**config.mk**
```make
export PLATFORM = sky130hd
export DESIGN_NAME = add
export DESIGN_NICKNAME = d
export VERILOG_FILES = /design/src/rtl/add_pkg.sv /design/src/rtl/add.sv
export SDC_FILE = /design/constraint.sdc
export NUM_CORES = 1
export LEC_CHECK = 0
export CELL_PAD_IN_SITES_DETAIL_PLACEMENT = 2
export CELL_PAD_IN_SITES_GLOBAL_PLACEMENT = 2
export CORE_MARGIN = 3
export CORE_UTILIZATION = 22
export CTS_CLUSTER_SIZE = 25
export DETAILED_ROUTE_END_ITERATION = 10
export PLACE_DENSITY = 0.8
export REMOVE_ABC_BUFFERS = 1
export SLEW_MARGIN = 15
export SYNTH_ARGS = -nofsm -noshare
export SYNTH_HDL_FRONTEND = slang
export SYNTH_SLANG_ARGS = --single-unit
```
**constraint.sdc**
```tcl
create_clock -name clk -period 1.3 [get_ports clk]
set_clock_uncertainty 0.1 [all_clocks]
set_input_delay 0.195 -clock clk [delete_from_list [all_inputs] [get_ports clk]]
set_output_delay 0.195 -clock clk [all_outputs]
set_load 0.01 [all_outputs]
```
**src/rtl/add_pkg.sv**
```systemverilog
`default_nettype none
// +----------------------------------------------------------------------+
// | add_pkg : shared width default and operand/result types for add      |
// | Rev 1.0                                                              |
// +----------------------------------------------------------------------+
package add_pkg;

  localparam int ADD_WIDTH_DEFAULT = 4;

  typedef logic [ADD_WIDTH_DEFAULT-1:0] operand_t;
  typedef logic [ADD_WIDTH_DEFAULT:0]   result_t;

endpackage : add_pkg
`default_nettype wire

```
**src/rtl/add.sv**
```systemverilog
`default_nettype none
// +----------------------------------------------------------------------+
// | add : registered WIDTH-bit unsigned adder, one-cycle latency          |
// | Rev 1.0   optional sticky carry output under ADD_STICKY_CARRY_EN      |
// +----------------------------------------------------------------------+
module add
  import add_pkg::*;
#(
  parameter int WIDTH = ADD_WIDTH_DEFAULT
) (
  input  logic             clk,
  input  logic             rst_n,
  input  logic             in_valid,
  input  logic [WIDTH-1:0] a,
  input  logic [WIDTH-1:0] b,
  output logic [WIDTH:0]   sum,
  output logic             out_valid,
  output logic             carry
`ifdef ADD_STICKY_CARRY_EN
  ,
  output logic             carry_sticky
`endif
);

  logic [WIDTH:0] sum_next;

  // Operands are zero-extended first so the carry lands in the MSB.
  assign sum_next = {1'b0, a} + {1'b0, b};

  always_ff @(posedge clk or negedge rst_n) begin
    if (!rst_n) begin
      sum       <= '0;
      carry     <= 1'b0;
      out_valid <= 1'b0;
    end else begin
      out_valid <= in_valid;
      if (in_valid) begin
        sum   <= sum_next;
        carry <= sum_next[WIDTH];
      end
    end
  end

`ifdef ADD_STICKY_CARRY_EN
  always_ff @(posedge clk or negedge rst_n) begin
    if (!rst_n) begin
      carry_sticky <= 1'b0;
    end else if (in_valid && sum_next[WIDTH]) begin
      carry_sticky <= 1'b1;
    end
  end
`endif

endmodule : add
`default_nettype wire

```
Word-level counts from Yosys, hierarchy flattened. Cells that the tools add are included.

$add $sub $neg: 1.

Operators by type and width (number): 4-bit by 4-bit adder with 5-bit output (1).

Flip-flop bits (word level): 7. Bits of input ports: 11. Output and inout port bits: 7. Word-level logic and storage cells: 4.

Longest topological paths before layout. Gate-level depths: netlist of the first run.

Depth in word-level cells: 1. Depth in mapped cells: 6. Mapped depth without buffers: 6.

Least setup slack after synthesis of the first run. Ideal clock, no wire load.

Kind: in2reg. Start point: input port a[0]. End point: register sum[2]. Setup time: 0.125 ns. Arrival time: 1.140 ns. Required time: 1.075 ns. Path slack: -0.064 ns. Stages: 5. Path buffers: 0. Cells stage by stage: ha_1 -> inv_1 -> fa_1 -> xnor2_1 -> mux2_2.

Longest elaborated chain between the ends: 1.

RTL lines: start, declared (RTL line add.sv:14) `input logic [WIDTH-1:0] a,`; 4-bit by 4-bit adder with 5-bit output (RTL line add.sv:28) `assign sum_next = {1'b0, a} + {1'b0, b};`; end signal, assigned (RTL line add.sv:38) `sum <= sum_next;`; end, declared (RTL line add.sv:16) `output logic [WIDTH:0] sum,`.

No other way between the ends. A chain may end at the register's enable or synchronous reset.

Worst setup path in the final report of the first run.
Start point: input port a[3]. End point: register sum[3].

Same word-level chain as after synthesis.

==> flow_summary.html, run 1 <==
<table>
<tr><th>Metric</th><th>Value</th></tr>
<tr><th colspan="2">Global route</th></tr>
<tr><td>Final global-route overflow total</td><td>0</td></tr>
<tr><td>Number of global-route vias before repair</td><td>346</td></tr>
<tr><td>Pin count of the biggest net entering global routing</td><td>7</td></tr>
<tr><td>Wire length of the first global-routing pass</td><td>1520 um</td></tr>
<tr><td>Total Routing Usage GR</td><td>10.4%</td></tr>
<tr><td>Number of antenna violations at the first check in global routing</td><td>0</td></tr>
<tr><th colspan="2">Yosys</th></tr>
<tr><td>Gate count after technology mapping</td><td>34</td></tr>
<tr><td>Fraction of synthesis flops using an asynchronous set or reset pin</td><td>100%</td></tr>
<tr><td>Most used flip-flop cell after synthesis</td><td>dfrtp_1</td></tr>
<tr><td>Share of the synthesized area in the top cell type</td><td>39.7%</td></tr>
<tr><td>Number of flip-flops and latches in the synthesized netlist</td><td>6</td></tr>
<tr><td>Syn Area/Cell</td><td>11.1 um2</td></tr>
<tr><td>Synthesized area</td><td>378 um2</td></tr>
<tr><td>Cell types with the largest area share after synthesis</td><td>dfrtp_1, ha_1, inv_1, fa_1, and4bb_1</td></tr>
<tr><td>Sequential share of the synthesized area</td><td>39.7%</td></tr>
<tr><td>Number of enable-type register cells in the synthesized netlist</td><td>0</td></tr>
<tr><td>Top cells by count, synth</td><td>dfrtp_1, inv_1, ha_1</td></tr>
<tr><td>Synth area leader</td><td>dfrtp_1</td></tr>
<tr><td>Number of distinct standard cells referenced by the synthesized netlist</td><td>20</td></tr>
<tr><td>YS warnings</td><td>0</td></tr>
<tr><th colspan="2">STA</th></tr>
<tr><td>Slew at the pin with the worst max-slew slack</td><td>0.271 ns</td></tr>
<tr><td>Post-route setup TNS</td><td>0 ns</td></tr>
<tr><td>Relative slew margins</td><td>81.8%</td></tr>
<tr><td>Number of failing hold endpoints at the final stage</td><td>0</td></tr>
<tr><td>Minimum clock period after layout</td><td>1.24 ns</td></tr>
<tr><td>Portion of the clock cycle consumed by the worst path in the final layout</td><td>95.7%</td></tr>
<tr><td>Upper clock frequency limit</td><td>804 MHz</td></tr>
<tr><td>RSZ-0062 raised after global routing</td><td>false</td></tr>
<tr><td>Final number of setup-violating endpoints</td><td>0</td></tr>
<tr><td>Fin worst setup slack</td><td>0.0562 ns</td></tr>
<tr><td>Worst-case hold slack</td><td>0.0959 ns</td></tr>
<tr><td>Final Slew Violations</td><td>0</td></tr>
<tr><th colspan="2">Die</th></tr>
<tr><td>DIE AREA</td><td>2250 um2</td></tr>
<tr><td>Cell row count</td><td>14</td></tr>
<tr><td>Starting density of the core</td><td>24.2%</td></tr>
<tr><td>Area inside the core boundary</td><td>1560 um2</td></tr>
<tr><td>I/O pin cnt</td><td>18</td></tr>
<tr><td>Die height</td><td>47.4 um</td></tr>
<tr><td>Die span in x</td><td>47.4 um</td></tr>
<tr><th colspan="2">Place</th></tr>
<tr><td>Worst slack, placed</td><td>-0.598 ns</td></tr>
<tr><td>Port Buffers</td><td>17</td></tr>
<tr><td>Placed Cells incl. Taps</td><td>71</td></tr>
<tr><td>Half-perimeter wire length after placement</td><td>811 um</td></tr>
<tr><td>Routability cong.</td><td>0.659</td></tr>
<tr><th colspan="2">Worst hold path</th></tr>
<tr><td>Hold WC Path Type</td><td>primary input to asynchronous set/reset pin</td></tr>
<tr><th colspan="2">Job</th></tr>
<tr><td>Max-cap violations</td><td>0</td></tr>
<tr><th colspan="2">Clock tree</th></tr>
<tr><td>Post-CTS setup-driven buffer insertion count</td><td>0</td></tr>
<tr><td>Hold buffers post-CTS</td><td>0</td></tr>
<tr><td>TritonCTS clock tree</td><td>built</td></tr>
<tr><td>Maximum number of buffers from clock root to sink</td><td>2</td></tr>
<tr><td>Clock root cell</td><td>clkbuf_4</td></tr>
<tr><td>Clock latency reported for the late side of the worst-skew pair</td><td>0.24 ns</td></tr>
<tr><td>Clock buffers created by TritonCTS</td><td>3</td></tr>
<tr><td>H-tree level count</td><td>1</td></tr>
<tr><td>Clock-pin slew reported for the worst setup and hold paths after clock tree synthesis</td><td>0.04 ns</td></tr>
<tr><td>Number of sinks on the clock net</td><td>6</td></tr>
<tr><th colspan="2">Power</th></tr>
<tr><td>Maximum vdd ir drop</td><td>240 uV</td></tr>
<tr><td>Leakage power total</td><td>0.303 nW</td></tr>
<tr><td>Power Density</td><td>976 nW/um2</td></tr>
<tr><td>Share of power burned in the clock network</td><td>27.4%</td></tr>
<tr><td>Logic gate share of total power</td><td>34.7%</td></tr>
<tr><td>P_sw</td><td>0.171 mW</td></tr>
<tr><td>Design internal power</td><td>0.440 mW</td></tr>
<tr><td>Switching power as a share of total power</td><td>27.9%</td></tr>
<tr><td>Sequential share of power</td><td>37.9%</td></tr>
<tr><th colspan="2">Routing</th></tr>
<tr><td>First-pass DRT Iterations</td><td>1</td></tr>
<tr><td>Number of antenna-violating nets in the routed design</td><td>0</td></tr>
<tr><td>Wire length reported by the detailed router</td><td>949 um</td></tr>
<tr><td>Per-cell via count in the routed design</td><td>4.50</td></tr>
<tr><td>Routed via count</td><td>333</td></tr>
<tr><td>1st-iter DRT viols</td><td>0</td></tr>
<tr><td>Post-route DRC</td><td>0</td></tr>
<tr><td>Average wire per cell in the routed design</td><td>12.8 um</td></tr>
<tr><th colspan="2">Critical path</th></tr>
<tr><td>Ordered cell list for the critical path</td><td>dlygate4sd2_1, ha_1, and4bb_1, a311oi_2, o211ai_1</td></tr>
<tr><td>Nature of the critical path startpoint</td><td>primary input</td></tr>
<tr><td>Buffer and inverter count on the worst path</td><td>1</td></tr>
<tr><td>Kind of cell adding the most delay to the critical path</td><td>adder cells</td></tr>
<tr><td>Biggest fanout along the worst timing path</td><td>2</td></tr>
<tr><td>Slowest cell on the critical path</td><td>ha_1</td></tr>
<tr><td>Data required time of the worst path</td><td>1.31 ns</td></tr>
<tr><td>Critical path startpoint</td><td>a[3]</td></tr>
<tr><td>Data arrival, critical path</td><td>1.25 ns</td></tr>
<tr><td>Worst Setup Path Type</td><td>primary input to flop</td></tr>
<tr><td>Peak per-stage delay on the critical path</td><td>0.31 ns</td></tr>
<tr><td>Kind of end point of the critical path</td><td>flop</td></tr>
<tr><td>Critical R2R Launch</td><td>sum[3]$_DFFE_PN0P_</td></tr>
<tr><th colspan="2">Final layout</th></tr>
<tr><td># diodes</td><td>0</td></tr>
<tr><td>Count of non-filler cells in the finished layout</td><td>74</td></tr>
<tr><td>Share of layout cells above drive strength 1</td><td>32.8%</td></tr>
<tr><td>Util after Layout</td><td>40.1%</td></tr>
<tr><td>Filler cell count</td><td>174</td></tr>
<tr><td>Total number of nets in the final design</td><td>76</td></tr>
<tr><td>Area Overhead vs Synth</td><td>65.6%</td></tr>
<tr><th colspan="2">Status</th></tr>
<tr><td>Result of the run</td><td>complete, no violations</td></tr>
</table>
[registers in the layout, indices dropped and copies added (netlist names)]
name	count
sum	5
out_valid	1
[power by group through the flow]
stage | clock network (mW) | logic, mW | registers [mW]
after floorplan | 0 | 0.0662 | 0.251
after global placement | 0 | 0.218 | 0.235
after detailed placement | 0 | 0.226 | 0.236
after CTS | 0.180 | 0.209 | 0.232
after global routing | 0.188 | 0.238 | 0.234
final | 0.167 | 0.212 | 0.231
[cell families (layout without fill, tap and decap cells)]
family,after synthesis,after routing,share of synthesized area [%]
buffers and inverters,8,32,10.9
XOR/XNOR,1,1,2.32
multiplexers,3,3,8.61
AND/OR/NAND/NOR,6,6,11.3
flip-flops,6,6,39.7
adder cells (fa/ha/maj),5,5,18.5
AO/OA/AOI/OAI,5,5,8.61
[area by class of cell]
type                       instances  area [um2]  share of cell area [%]
clock buffer                       3        22.5                    3.60
inverter                           6        22.5                    3.60
multi-input combinational         20         218                    34.8
sequential                         6         150                    24.0
tap                               16        20.0                    3.20
timing repair buffer              23         193                    30.8
[metrics by stage]
step	power (mW)	area [um2]
6_report	0.611	626
5_1_grt	0.660	626
4_1_cts	0.621	616
3_5_place_dp	0.462	594
3_3_place_gp	0.452	594
2_1_floorplan	0.317	359
[layer usage]
layer | global-route usage (%) | share of wire (%) | routed length, um | vias up
met5 | 0 | 0 | 0 | -
met4 | 8.29 | 0 | 0 | 0
met3 | 3.38 | 4.3 | 41 | 0
met2 | 16.8 | 54 | 517 | 12
met1 | 11.1 | 41 | 390 | 157
li1 | - | - | - | 164
[layout by cell type (no fill, tap or decap), drive strengths merged, types with 2 or more instances in the layout]
| cell | count |
|---|---|
| buf | 8 |
| clkbuf | 3 |
| clkdlybuf4s50 | 2 |
| dfrtp | 6 |
| dlygate4sd2 | 13 |
| ha | 4 |
| inv | 6 |
| mux2 | 2 |
| nor2b | 2 |
[repair_timing]
item,4_1_cts,5_1_grt
pin swaps,8,3
resized for setup,27,2
setup endpoints to repair,11,1
[worst reg2reg max path, stage by stage (launching register included)]
cell,delay (ns)
dfrtp_1,0.37
nor2b_1,0.14
a311oi_2,0.24
o211ai_1,0.11
[path summary, 6_finish.rpt]
check                           slack, ns  cells past startpoint                 end
worst max-delay path                 0.06                      5  sum[3]$_DFFE_PN0P_
worst min-delay path                  0.1                      1  sum[4]$_DFFE_PN0P_
worst max register to register       0.21                      3  sum[3]$_DFFE_PN0P_
worst min register to register       0.39                      1  sum[0]$_DFFE_PN0P_
max in group asynchronous            0.79                      1  sum[2]$_DFFE_PN0P_
min in group clk                     0.23                      3  sum[0]$_DFFE_PN0P_
Power figures use the tool's default switching activity.
==> run 2: changes to the inputs <==
- GPL_ROUTABILITY_DRIVEN: unset -> 0
- SETUP_SLACK_MARGIN: unset -> 0.15
==> run 2 against run 1 <==
Largest cell class unchanged; fmax is 9.8% higher; count of clock-buffer cells in the layout unchanged; register-to-register slack better by 0.07 ns; critical path type unchanged.
==> flow_summary.html, run 2 (same netlist as run 1, synthesis figures left out) <==
<table>
<tr><th>Metric</th><th>Value</th></tr>
<tr><th colspan="2">Status</th></tr>
<tr><td>Result of the run</td><td>complete, no violations</td></tr>
<tr><th colspan="2">Place</th></tr>
<tr><td>Placed Cells incl. Taps</td><td>71 (unchanged)</td></tr>
<tr><td>Half-perimeter wire length after placement</td><td>811 um (unchanged)</td></tr>
<tr><td>Placed Area</td><td>594 um2 (unchanged)</td></tr>
<tr><td>Worst slack, placed</td><td>-0.598 ns (unchanged)</td></tr>
<tr><td>Port Buffers</td><td>17 (unchanged)</td></tr>
<tr><th colspan="2">Die</th></tr>
<tr><td>DIE AREA</td><td>2250 um2 (unchanged)</td></tr>
<tr><td>Area inside the core boundary</td><td>1560 um2 (unchanged)</td></tr>
<tr><td>Starting density of the core</td><td>24.2% (unchanged)</td></tr>
<tr><td>Die span in x</td><td>47.4 um (unchanged)</td></tr>
<tr><td>I/O pin cnt</td><td>18 (unchanged)</td></tr>
<tr><td>Cell row count</td><td>14 (unchanged)</td></tr>
<tr><td>Die height</td><td>47.4 um (unchanged)</td></tr>
<tr><th colspan="2">Final layout</th></tr>
<tr><td># diodes</td><td>0 (unchanged)</td></tr>
<tr><td>Total area of multi-input combinational cells</td><td>239 um2 (+9.8%)</td></tr>
<tr><td>Count of non-filler cells in the finished layout</td><td>75 (+1.4%)</td></tr>
<tr><td>Util after Layout</td><td>39.6% (-0.56 points)</td></tr>
<tr><td>Post-route cell area</td><td>617 um2 (-1.4%)</td></tr>
<tr><td>Registers with the most flip-flops</td><td>sum (5), out_valid (1)</td></tr>
<tr><td>Most common library cell in the layout ignoring fill and taps</td><td>buf_2</td></tr>
<tr><td>Area Overhead vs Synth</td><td>63.2%</td></tr>
<tr><td>Reg area</td><td>150 um2 (unchanged)</td></tr>
<tr><td>Number of flip-flops in the largest register</td><td>5 (unchanged)</td></tr>
<tr><td>Filler cell count</td><td>174 (unchanged)</td></tr>
<tr><td>Total number of nets in the final design</td><td>77 (+1.3%)</td></tr>
<tr><td>Register ranked first by flip-flop count</td><td>sum</td></tr>
<tr><td>Commonest cells after routing, fill and taps aside</td><td>buf_2, buf_4, dfrtp_1</td></tr>
<tr><td>Share of layout cells above drive strength 1</td><td>59.3% (+27 points)</td></tr>
<tr><th colspan="2">Routing</th></tr>
<tr><td>Post-route DRC</td><td>0 (unchanged)</td></tr>
<tr><td>Average wire per cell in the routed design</td><td>13.6 um (+6.0%)</td></tr>
<tr><td>Number of antenna-violating nets in the routed design</td><td>0 (unchanged)</td></tr>
<tr><td>1st-iter DRT viols</td><td>2 (+2)</td></tr>
<tr><td>Per-cell via count in the routed design</td><td>4.59 (+1.9%)</td></tr>
<tr><td>Wire length reported by the detailed router</td><td>1020 um (+7.5%)</td></tr>
<tr><td>First-pass DRT Iterations</td><td>2 (+1)</td></tr>
<tr><td>Routed via count</td><td>344 (+3.3%)</td></tr>
<tr><th colspan="2">Critical path</th></tr>
<tr><td>Data arrival, critical path</td><td>1.17 ns (-0.08 ns)</td></tr>
<tr><td>Biggest fanout along the worst timing path</td><td>2 (unchanged)</td></tr>
<tr><td>Ordered cell list for the critical path</td><td>buf_8, ha_4, inv_2, fa_2, xnor2_1, mux2_4</td></tr>
<tr><td>Nature of the critical path startpoint</td><td>primary input</td></tr>
<tr><td>Kind of end point of the critical path</td><td>flop</td></tr>
<tr><td>Peak per-stage delay on the critical path</td><td>0.35 ns (+0.04 ns)</td></tr>
<tr><td>Slowest cell on the critical path</td><td>fa_2</td></tr>
<tr><td>Data required time of the worst path</td><td>1.33 ns (+0.02 ns)</td></tr>
<tr><td>Worst Setup Path Type</td><td>primary input to flop</td></tr>
<tr><th colspan="2">Worst hold path</th></tr>
<tr><td>Hold WC Path Type</td><td>primary input to asynchronous set/reset pin</td></tr>
<tr><th colspan="2">Power</th></tr>
<tr><td>Power Density</td><td>1000 nW/um2 (+2.8%)</td></tr>
<tr><td>Maximum vdd ir drop</td><td>250 uV (+4.3%)</td></tr>
<tr><td>Total power after layout</td><td>0.619 mW (+1.3%)</td></tr>
<tr><td>Leakage power total</td><td>0.298 nW (-1.6%)</td></tr>
<tr><th colspan="2">Clock tree</th></tr>
<tr><td>H-tree level count</td><td>1 (unchanged)</td></tr>
<tr><td>Clock latency reported for the late side of the worst-skew pair</td><td>0.25 ns (about the same)</td></tr>
<tr><td>TritonCTS clock tree</td><td>built</td></tr>
<tr><td>Clock-pin slew reported for the worst setup and hold paths after clock tree synthesis</td><td>0.05 ns (about the same)</td></tr>
<tr><td>Hold buffers post-CTS</td><td>0 (unchanged)</td></tr>
<tr><td>Clock root cell</td><td>clkbuf_4</td></tr>
<tr><td>Clock buffers created by TritonCTS</td><td>3 (unchanged)</td></tr>
<tr><td>Number of sinks on the clock net</td><td>6 (unchanged)</td></tr>
<tr><td>Maximum number of buffers from clock root to sink</td><td>2 (unchanged)</td></tr>
<tr><th colspan="2">STA</th></tr>
<tr><td>RSZ-0062 raised after global routing</td><td>true</td></tr>
<tr><td>Relative slew margins</td><td>81.8% (about the same)</td></tr>
<tr><td>Final Slew Violations</td><td>0 (unchanged)</td></tr>
<tr><td>Slew at the pin with the worst max-slew slack</td><td>0.273 ns (+0.00102 ns)</td></tr>
<tr><td>Number of failing hold endpoints at the final stage</td><td>0 (unchanged)</td></tr>
<tr><td>Portion of the clock cycle consumed by the worst path in the final layout</td><td>87.2% (-8.5 points)</td></tr>
<tr><td>Worst-case hold slack</td><td>0.0856 ns (-0.0103 ns)</td></tr>
<tr><td>Post-route setup TNS</td><td>0 ns (unchanged)</td></tr>
<tr><td>Minimum clock period after layout</td><td>1.13 ns (-0.111 ns)</td></tr>
<tr><td>Final number of setup-violating endpoints</td><td>0 (unchanged)</td></tr>
<tr><td>Upper clock frequency limit</td><td>883 MHz (+9.8%)</td></tr>
<tr><td>Fin worst setup slack</td><td>0.167 ns (+0.111 ns)</td></tr>
<tr><th colspan="2">Global route</th></tr>
<tr><td>Wire length of the first global-routing pass</td><td>1590 um (+4.1%)</td></tr>
<tr><td>Total Routing Usage GR</td><td>10.9% (+0.46 points)</td></tr>
<tr><td>Number of antenna violations at the first check in global routing</td><td>0 (unchanged)</td></tr>
<tr><td>Number of global-route vias before repair</td><td>365 (+5.5%)</td></tr>
<tr><td>Pin count of the biggest net entering global routing</td><td>7 (unchanged)</td></tr>
<tr><td>Final global-route overflow total</td><td>0 (unchanged)</td></tr>
<tr><th colspan="2">Job</th></tr>
<tr><td>Max-cap violations</td><td>0 (unchanged)</td></tr>
</table>
==> run 2: cell types whose count changed in the layout (fill, tap and decap cells not counted), moves of 2 or more <==
cell	before	now
clkbuf_2	0	2
ha_4	1	3
buf_4	5	7
buf_2	2	11
dlygate4sd2_1	13	1
==> run 2: cell type report <==
cell class	count	share of cell area, %
Clock buffer	3	3.65
Timing Repair Buffer	24	26.4
Sequential cell	6	24.3
Inverter	6	3.65
Multi-Input combinational cell	20	38.7
Tap cell	16	3.25
==> run 2: path summary, 6_finish.rpt <==
check                              startpoint                   to  cells after the start  slack [ns]
max                                      a[0]   sum[2]$_DFFE_PN0P_                      6        0.17
min                                     rst_n   sum[0]$_DFFE_PN0P_                      1        0.09
max reg2reg                sum[3]$_DFFE_PN0P_   sum[3]$_DFFE_PN0P_                      3        0.28
min reg2reg                sum[0]$_DFFE_PN0P_   sum[0]$_DFFE_PN0P_                      1        0.39
max in group asynchronous               rst_n  out_valid$_DFF_PN0_                      1        0.80
min in group clk                         b[0]   sum[0]$_DFFE_PN0P_                      3        0.19
==> run 2: layer usage <==
layer  track usage, %  share of wire, %
met2             17.4                51
met5                0                 0
met1             12.0                43
met3             3.38               3.9
met4             8.29               1.9
==> run 2: report_power, final <==
group / leakage [nW] / switching, mW / internal (mW)
clock: 0.0138 / 0.0723 / 0.105
sequential: 0.0701 / 0.0150 / 0.217
combinational: 0.214 / 0.0957 / 0.114
==> run 2: timing repair <==
action | in CTS | in global routing
pin swaps | 9 | 6
setup buffers | 0 | 1
resized for setup | 58 | 10
endpoints found under the setup margin | 12 | 6
hold endpoints to repair | 0 | 0
==> run 2: critical path: cells and delay by family <==
family | cells | cell delay, ns
buffers and inverters | 2 | 0.10
adders and majority gates | 2 | 0.47
xor gates and xnor gates | 1 | 0.14
muxes | 1 | 0.25
